**src/rtl/fetch_stage_pkg.sv**
```systemverilog
// fetch_stage_pkg: shared constants and state encoding for the fetch stage slice
package fetch_stage_pkg;
    localparam int PC_W = 32;
    localparam logic [PC_W-1:0] NOP_WORD = 32'h0000_0000;
    localparam logic [PC_W-1:0] RESET_PC_DEFAULT = 32'h0000_0000;
    typedef enum logic [1:0] {FETCH = 2'd0, HELD = 2'd1, BUBBLE = 2'd2} fetch_state_e;
endpackage

```
**src/rtl/if_id_reg.sv**
```systemverilog
// if_id_reg: pipeline register with load/hold/flush, flush drops a NOP and keeps pc4
module if_id_reg #(
    parameter int W = 32,
    parameter logic [W-1:0] NOP = '0
) (
    input  logic         clk,
    input  logic         reset,
    input  logic         load,
    input  logic         flush,
    input  logic [W-1:0] instr_d,
    input  logic [W-1:0] pc4_d,
    output logic [W-1:0] instr,
    output logic [W-1:0] pc4,
    output logic         valid
);
    always_ff @(posedge clk) begin
        if (reset) begin
            instr <= NOP;
            pc4   <= '0;
            valid <= 1'b0;
        end else if (load) begin
            instr <= instr_d;
            pc4   <= pc4_d;
            valid <= 1'b1;
        end else if (flush) begin
            instr <= NOP;
            valid <= 1'b0;
        end
    end
endmodule

```
**src/rtl/fetch_stage.sv**
```systemverilog
// fetch_stage: PC, imem req/ready handshake, one-entry skid buffer and IF/ID register
module fetch_stage #(
    parameter logic [31:0] RESET_PC = fetch_stage_pkg::RESET_PC_DEFAULT,
    parameter logic [31:0] NOP_WORD = fetch_stage_pkg::NOP_WORD
) (
    input  logic        clk,
    input  logic        reset,
    input  logic        hz_stall,
    input  logic        br_taken,
    input  logic [31:0] br_target,
    output logic        im_req,
    output logic [31:0] im_addr,
    input  logic [31:0] im_rdata,
    input  logic        im_ready,
    output logic [31:0] pc,
    output logic [31:0] if_id_instr,
    output logic [31:0] if_id_pc4,
    output logic        if_id_valid
);
    import fetch_stage_pkg::*;
    fetch_state_e state, state_nxt;
    logic [PC_W-1:0] skid_instr, skid_pc4, pc_inc, pc_nxt, ld_instr, ld_pc4;
    logic xfer, load, flush, in_fetch, in_held;
    assign im_req  = (state == FETCH) && !reset;
    assign im_addr = pc;
    always_comb begin
        in_fetch  = state == FETCH;
        in_held   = state == HELD;
        xfer      = im_req && im_ready;
        pc_inc    = pc + 32'd4;
        load      = !br_taken && !hz_stall && ((in_fetch && xfer) || in_held);
        flush     = br_taken || (!hz_stall && ((in_fetch && !xfer) || state == BUBBLE));
        ld_instr  = in_held ? skid_instr : im_rdata;
        ld_pc4    = in_held ? skid_pc4 : pc_inc;
        pc_nxt    = br_taken ? {br_target[31:2], 2'b00} : xfer ? pc_inc : pc;
        state_nxt = br_taken ? BUBBLE :
                    (in_fetch && xfer && hz_stall) ? HELD :
                    (in_held && hz_stall) ? HELD : FETCH;
    end
    // skid is written only from FETCH, so a full buffer can never be overwritten
    always_ff @(posedge clk) begin
        if (reset) begin
            state      <= FETCH;
            pc         <= RESET_PC;
            skid_instr <= '0;
            skid_pc4   <= '0;
        end else begin
            state <= state_nxt;
            pc    <= pc_nxt;
            if (br_taken || (in_held && !hz_stall)) begin
                skid_instr <= '0;
                skid_pc4   <= '0;
            end else if (in_fetch && xfer && hz_stall) begin
                skid_instr <= im_rdata;
                skid_pc4   <= pc_inc;
            end
        end
    end
    if_id_reg #(.W(PC_W), .NOP(NOP_WORD)) u_if_id (
        .clk     (clk),
        .reset   (reset),
        .load    (load),
        .flush   (flush),
        .instr_d (ld_instr),
        .pc4_d   (ld_pc4),
        .instr   (if_id_instr),
        .pc4     (if_id_pc4),
        .valid   (if_id_valid)
    );
endmodule

```
**config.mk**
```make
export PLATFORM = sky130hd
export DESIGN_NAME = fetch_stage
export DESIGN_NICKNAME = d
export VERILOG_FILES = /design/src/rtl/fetch_stage_pkg.sv /design/src/rtl/if_id_reg.sv /design/src/rtl/fetch_stage.sv
export SDC_FILE = /design/constraint.sdc
export NUM_CORES = 1
export LEC_CHECK = 0
export ABC_AREA = 1
export CORE_MARGIN = 4
export CORE_UTILIZATION = 54
export CTS_BUF_LIST = sky130_fd_sc_hd__clkbuf_4
export DETAILED_ROUTE_END_ITERATION = 7
export PLACE_DENSITY = 0.95
export SLEW_MARGIN = 20
export SYNTH_ARGS = -nofsm -noshare
export SYNTH_HDL_FRONTEND = slang
export SYNTH_SLANG_ARGS = --single-unit
```
**constraint.sdc**
```tcl
create_clock -name clk -period 2.8 [get_ports clk]
set_clock_uncertainty 0.05 [all_clocks]
set_input_delay 0.42 -clock clk [delete_from_list [all_inputs] [get_ports clk]]
set_output_delay 0.42 -clock clk [all_outputs]
set_load 0.03 [all_outputs]
```
## Word level (Yosys, flattened, before mapping)

Cells that the tools add are included.

- Register bits: 163
- Input port bits: 69
- Output and inout port bits: 130

- Add/sub/neg operators: 1
- Equal/unequal tests: 2
- Muxes and demuxes: 11
- Reduce and logical (&&, ||, !) cells: 23

Operators by type and width:

| cell | count |
|---|---|
| $mux 32 | 6 |
| $add 32x3->32 const B | 1 |
| $logic_and 1x1->1 | 10 |
| $logic_not 1->1 | 4 |
| $logic_or 1x1->1 | 4 |
| $mux 1 | 4 |
| $reduce_bool 2->1 | 2 |
| $reduce_or 2->1 | 2 |
| $eq 2x1->1 const B | 1 |
| $eq 2x2->1 const B | 1 |
| $logic_not 2->1 | 1 |
| $mux 2 | 1 |

## Logic depth before layout (Yosys ltp)

- Depth in word-level cells: 10
- Gate-level depth with buffers: 10
- Mapped depth without buffers: 10

## Cells and area by module

Synthesis repeated with hierarchy kept, for this count alone.

- Cell total of the unflattened synthesis: 1133
- Area, all modules: 7746.2 µm²

By module, submodules not included:

| module | times used | cells an instance | area each (µm²) | sequential area each (µm²) |
|---|---|---|---|---|
| fetch_stage | 1 | 852 | 5509.0 | 1881.8 |
| if_id_reg | 1 | 281 | 2237.1 | 1301.2 |

## Worst setup path after synthesis

OpenSTA, ideal clock, no wires.

- Path type: input to output
- Start point: in reset
- End point: out im_req
- Arrival time: 1.406 ns
- Slack: 0.924 ns
- Stages on the path: 3
- Path buffers: 2
- Cells stage by stage: buf_2 > clkbuf_1 > nor3_1

- Word-level cells in the longest chain between the ends: 2

RTL lines:

| element | line | source |
|---|---|---|
| from (decl) | fetch_stage.sv:7 | `input logic reset,` |
| $logic_not 1->1 | fetch_stage.sv:24 | `assign im_req = (state == FETCH) && !reset;` |
| $logic_and 1x1->1 | fetch_stage.sv:24 |  |
| to (decl) | fetch_stage.sv:11 | `output logic im_req,` |

No other way between the ends.

## Final worst setup path

- Start point: reg state[0]
- End point: out im_req

- Word-level cells in the longest chain between the ends: 2

RTL lines:

| element | line | source |
|---|---|---|
| from (decl) | fetch_stage.sv:21 | `fetch_state_e state, state_nxt;` |
| from (signal assigned) | fetch_stage.sv:48 | `state <= state_nxt;` |
| $logic_not 2->1 | fetch_stage.sv:24 |  |
| $logic_and 1x1->1 | fetch_stage.sv:24 |  |

No other way between the ends.

==> metrics.yaml <==
status:
  status: "finished clean"
worst_setup_path:
  cp-start-kind: "flip-flop"
  critPathRequiredTime_ns: 2.33
  worstPathMaxFanout: 3
  path_class: "flip-flop to primary output"
  critPathCaptureType: "primary output"
  crit_end: "im_req"
  r2r_slack_ns: 0.65
  reg2reg_from: "state[1]"
  crit_path_cell_trace: "nor3_1 -> clkdlybuf4s50_1"
  worstRegToRegCells: 9
  critical-path-slowest-cell: "clkdlybuf4s50_1"
  cpPeakStageDelay_ns: 0.73
  crit_path_start: "state[0]"
  rr_endpoint: "skid_pc4[14]"
  crit_arrival_ns: 1.84
grt:
  first_global_vias: 7405
  grt.total_usage: 0.271
  antenna_found_initial: 2
  grt_max_degree: 61
  globalRouteOverflowTotal: 0
  grt_pass1_wl_mm: 35.5
floorplanning:
  boundaryPins: 199
  die_w_um: 126
  rows: 42
  dieArea_um2: 16000
  die_h_um: 126
  start_util: 0.562
  design.core.area_um2: 13500
power_and_ir_drop:
  leakagePower_nw: 3.77
  pwr_density_cell_nw_per_um2: 477
  p_seq_frac: 0.516
  comb_power_share: 0.164
  peakVddDrop_mv: 0.243
  switching_share: 0.295
  intPower_w: 0.00323
  p_clk_frac: 0.321
  p_switching_w: 0.00135
yosys:
  seq_area_frac_synth: 0.416
  synth_common_cells: "259 x nand2_1, 157 x dfxtp_1, 135 x a21oi_1"
  synth_cells: 1086
  syn-mean-instance-area_um2: 6.96
  yosysWarnings: 0
  yosysTopAreaCellShare: 0.416
  yosysTopAreaCell: "dfxtp_1"
  synth_edf_count: 0
  yosysMostFrequentCell: "nand2_1"
  ys_types: 35
  ys.flop_type: "dfxtp_1"
  ys_async_sr_fraction: 0
  syn_area_um2: 7560
  synth_seq_cells: 157
  synthTopCellsByArea: "dfxtp_1 42%, nand2_1 13%, a21oi_1 8.9%"
layout:
  antennaDiodeCount: 0
  area_growth_pct: 27.1
  fin_cells: 1405
  nNetsFinal: 1286
  drive_gt1_frac: 0.0635
run:
  max_cap_violations: 0
clocking:
  htree_levels: 4
  clkLatencyLatePin_ns: 0.57
  cts_tree: "yes"
  cts_hold_buf: 0
  numCtsBuffers: 17
  numClockSinks: 157
  cts_setup_buffers: 0
  root_buffer: "clkbuf_4"
  path_clk_slew_ns: 0.14
  clock_path_buffers: 2
  ctsResizeCount: 0
timing:
  setup_viol: 0
  fin_tns_setup_ns: 0
  clock.fmax_mhz: 432
  slew_headroom: 0.325
  rsz0062_at_grt: "false"
  worstMarginPinSlew_ns: 1.01
  period_minus_slack_ns: 2.31
  slew_violations: 0
  fin_crit_sh: 0.826
  hold_violations: 0
drt:
  wl_met1_mm: 8.78
  met2_length_mm: 10.6
  drt_iter0_markers: 771
  finalWirelength_mm: 22.1
  ant_nets: 0
  routed.top_layer: "met5"
  met3WireLength_mm: 1.90
  drc_errors: 0
  via_per_inst: 5.50
  wire_per_inst_um: 15.8
  first_pass_iters: 8
  vias: 7731
min_path:
  whs_path_depth: 3
  hold_class: "input port to flip-flop"
placed_design:
  io_buffers: 190
  placed_cells: 1373
  dp_hpwl_mm: 15.2
  place.gp.congestion: 0.946
==> flip-flops by register name, indices dropped and copies added, names as in the netlist <==
signal,count
im_addr,30
skid_instr,32
skid_pc4,30
state,2
u_if_id.instr,32
u_if_id.pc4,30
u_if_id.valid,1
==> power by group through the flow <==
stage	Sequential, W	Clock (W)	Combinational [W]
after floorplan	0.00249	0	0.000371
after global placement	0.00241	0	0.000726
after detailed placement	0.00241	0	0.000741
after CTS	0.00236	0.00148	0.000748
after global routing	0.00238	0.00157	0.000806
final	0.00237	0.00147	0.000750
==> logic make-up after synthesis <==
| kind of cell | Yosys count | share of synthesized area |
|---|---|---|
| AOI/OAI and AO/OA | 305 | 0.212 |
| adders and majority gates | 1 | 0.00165 |
| and+or+nand+nor | 395 | 0.220 |
| DFF | 157 | 0.416 |
| other | 1 | 0.000496 |
| xor gates and xnor gates | 15 | 0.0204 |
| buffers and inverters | 212 | 0.129 |
==> through the flow <==
step | hold slack (ns) | power (W) | worst slack (ns) | util | area [µm²]
after floorplan | 0.374 | 0.00286 | 0.924 | - | 7580
after global placement | 0.381 | 0.00314 | 0.481 | 0.692 | 9310
after detailed placement | 0.387 | 0.00315 | 0.411 | 0.692 | 9310
after CTS | 0.270 | 0.00459 | 0.429 | 0.715 | 9610
after global routing | 0.298 | 0.00475 | 0.391 | 0.715 | 9610
final | 0.301 | 0.00459 | 0.486 | 0.715 | 9610
==> final cells by class <==
cell class,count,area (µm²)
clock buffers,18,135
clock inverters,14,168
fillers,1026,3840
inverters,110,414
multi-input cells,722,3460
flip-flops and latches,157,3140
well taps,176,220
repair buffers,208,2070
==> layer usage <==
layer / track usage / vias to the layer above
li1: - / 3716
met3: 0.0576 / 72
met5: 0 / -
met2: 0.448 / 406
met1: 0.344 / 3533
met4: 0.114 / 4
==> how the worst min path moves through the flow <==
stage,start,to,slack [ns]
3_3_place_gp,skid_instr[25],skid_instr[25],0.38
4_1_cts,reset,u_if_id.instr[15],0.27
6_report,reset,u_if_id.instr[31],0.30
2_1_floorplan,skid_instr[18],skid_instr[18],0.37
3_5_place_dp,skid_instr[8],skid_instr[8],0.39
5_1_grt,reset,u_if_id.instr[23],0.30
==> worst max-delay path, delay by kind of cell (launching register included) <==
family / cells / cell delay [ns]
buf+inv: 1 / 0.73
flops: 1 / 0.36
simple gates: 1 / 0.20
==> placed cells by master (no fill, tap or decap), types with 3 or more instances in the layout <==
master           netlist  layout
bufinv_16              0       3
nand3_1               52      52
xnor2_1                3       3
and2_1                 3       3
clkinv_2               1       3
o21ai_0              116     116
inv_1                103     103
clkdlybuf4s50_1        0     189
buf_12                 0       3
nor2_1                63      62
nor2_4                 7       7
dfxtp_1              157     157
nand2_2                2       3
a21oi_1              135     135
nand2_1              259     258
a211oi_1               3       3
xor2_1                 9       9
clkbuf_4               0      18
xor2_2                 3       3
buf_4                 43      15
nor2_2                 3       4
o21bai_1              17      17
a31oi_1                8       8
o21ai_1               21      21
conb_1                 1       6
inv_2                  6       6
clkinvlp_4             0       3
No activity file was read; power rests on OpenSTA's default activity.
==> RTL change: new RTL, same settings <==
Re-encode `fetch_state_e` (3 states) as one-hot, 3 bits wide.
--- a/src/rtl/fetch_stage_pkg.sv
+++ b/src/rtl/fetch_stage_pkg.sv
@@ -4,5 +4,5 @@
     localparam logic [PC_W-1:0] NOP_WORD = 32'h0000_0000;
     localparam logic [PC_W-1:0] RESET_PC_DEFAULT = 32'h0000_0000;
-    typedef enum logic [1:0] {FETCH = 2'd0, HELD = 2'd1, BUBBLE = 2'd2} fetch_state_e;
+    typedef enum logic [2:0] {FETCH = 3'b001, HELD = 3'b010, BUBBLE = 3'b100} fetch_state_e;
 endpackage
 
Check against the original RTL: same outputs for any inputs over 4 cycles, from zero or initial values and one cycle with reset high; so few cycles prove little.
==> RTL change against the original RTL <==
  * Sequential cell count grew 1
  * Final area rose by 2.8%
  * Via count grew 5.4%
  * Area after synthesis increased by 5.0%
  * Setup slack worse by 0.13 ns
  * Routed wire length grew 1.5%
  * Power down 4.8%
  * Count of clock-buffer cells in the layout stayed put
  * Critical path depth up 3
  * Critical path type unchanged
==> RTL change: results (changes against the original RTL) <==
metric;value;unit;change
run status;completed;;
length of the first detailed-routing pass in iterations;5;;-3
sequential element share of the synthesized area;0.398;;-0.0174
worst min-delay path class;in -> reg;;
top routing layer in use;met4;;
met2 GRT Util;0.442;;-0.00612
number of unique standard cell types used by synthesis;36;;+2.9%
clock tree root driver cell;sky130_fd_sc_hd__clkbuf_4;;
met1 global-route usage;0.336;;-0.00759
number of synthesis warnings;0;;unchanged
layout cells sized above 1;0.0637;;+0.000184
share of flip-flops with an asynchronous set or reset;0;;unchanged
maximum resistive drop on vdd;0.248;mV;+1.8%
leakage power;3.89;nW;+3.3%
count of cells resized by post-cts repair;0;;unchanged
global-route wire length before repair;36200;um;+2.0%
starting DRC count in detailed routing;734;;-4.8%
metal1 wirelength;9390;um;+7.0%
Clock Latency Late Sink;0.58;ns;
crit-path max FO;3;;unchanged
max capacitance violation total;0;;unchanged
antenna violations before repair;1;;-1
most instantiated cells after synthesis;sky130_fd_sc_hd__nand2_1, sky130_fd_sc_hd__dfxtp_1, sky130_fd_sc_hd__a21oi_1;;
Routed met2 length;10500;um;-0.87%
count of cells along the worst register-to-register path;10;;+1
longest individual stage delay on the worst path;0.71;ns;-0.02 ns
highest-utilization routing layer at the global route stage;met2;;
Total Routing Usage GR;0.269;;-0.00198
slew of the pin with the lowest slew margin;0.585;ns;-0.425 ns
mean number of vias per cell;5.47;;-0.54%
Setup Fix Bufs, Post-CTS;0;;unchanged
total CTS buffers;17;;unchanged
registers with the highest flip-flop counts;skid_instr x32, u_if_id.instr x32;;
Final Wtd Congestion;0.859;;-9.2%
count of H-tree levels built during CTS;4;;unchanged
Wirelength per Cell;15.1;um;-4.2%
pre-CTS worst setup slack;0.542;ns;+0.131 ns
met3 track utilization from global routing;0.0556;;-0.00194
buffer depth of the longest clock path;2;;unchanged
CTS clock-pin slew for the worst setup and hold paths;0.12;ns;-0.02 ns
Worst EP arrival;1.97;ns;+0.13 ns
cell area reported after detailed placement;0.00964;mm^2;+3.6%
largest net degree at the start of global routing;54;;-11%
Synth Flop Type;sky130_fd_sc_hd__dfxtp_1;;
vias in the first global route;7843;;+5.9%
Hold Crit Depth;2;;-1
Nets;1361;;+5.8%
post-detailed-placement half-perimeter wirelength;15500;um;+2.2%
routed length on met3;1920;um;+1.5%
number of I/O port buffers;190;;unchanged
Slowest cell on crit path;sky130_fd_sc_hd__clkdlybuf4s50_1;;
top cells by area, synth;sky130_fd_sc_hd__dfxtp_1, sky130_fd_sc_hd__nand2_1, sky130_fd_sc_hd__a21oi_1;;
==> RTL change: cell type report <==
type | count | area (um^2)
well taps | 184 | 230
repair buffers | 213 | 2080
flip-flops and latches | 158 | 3160
clock inverters | 14 | 100
clock buffers | 18 | 135
inverters | 127 | 477
multi-input cells | 774 | 3690
fillers | 1173 | 4600
diodes | 1 | 2.50
==> RTL change: through the flow <==
| stage | util | cells |
|---|---|---|
| detailed placement | 0.666 | 1456 |
| global route | 0.683 | 1489 |
| global placement | 0.666 | 1456 |
| finish | 0.683 | 1489 |
| CTS | 0.682 | 1488 |
| floorplan | - | 1169 |
==> RTL change: cells by family (layout without fill, tap and decap cells) <==
group | after synthesis | in the layout | synth area share
compound gates | 265 | 265 | 0.177
xor+xnor | 13 | 13 | 0.0162
fa+ha+maj | 1 | 1 | 0.00158
buf+inv | 237 | 372 | 0.140
flops | 158 | 158 | 0.398
other cells | 1 | 7 | 0.000472
simple gates | 489 | 489 | 0.266
==> RTL change: critical path, delay by kind of cell (launching register included) <==
family / cells / cell delay [ns]
buf+inv: 2 / 0.78
flops: 1 / 0.36
simple gates: 3 / 0.26
==> RTL change: path summary, 6_finish.rpt <==
kind / startpoint / endpoint / slack [ns]
max: state[0]$_SDFF_PP1_ / im_req / 0.36
min: reset / state[2]$_SDFF_PP0_ / 0.14
max reg2reg: im_addr[2]$_SDFFE_PP0P_ / skid_pc4[28]$_SDFFE_PP0P_ / 0.66
min reg2reg: skid_instr[0]$_SDFFE_PP0P_ / skid_instr[0]$_SDFFE_PP0P_ / 0.40
==> RTL change: where the power goes <==
part	total (mW)	switching (mW)	leakage (nW)	internal (mW)
clock	1.24	0.806	0.127	0.431
sequential	2.37	0.0619	1.28	2.31
combinational	0.759	0.460	2.48	0.300
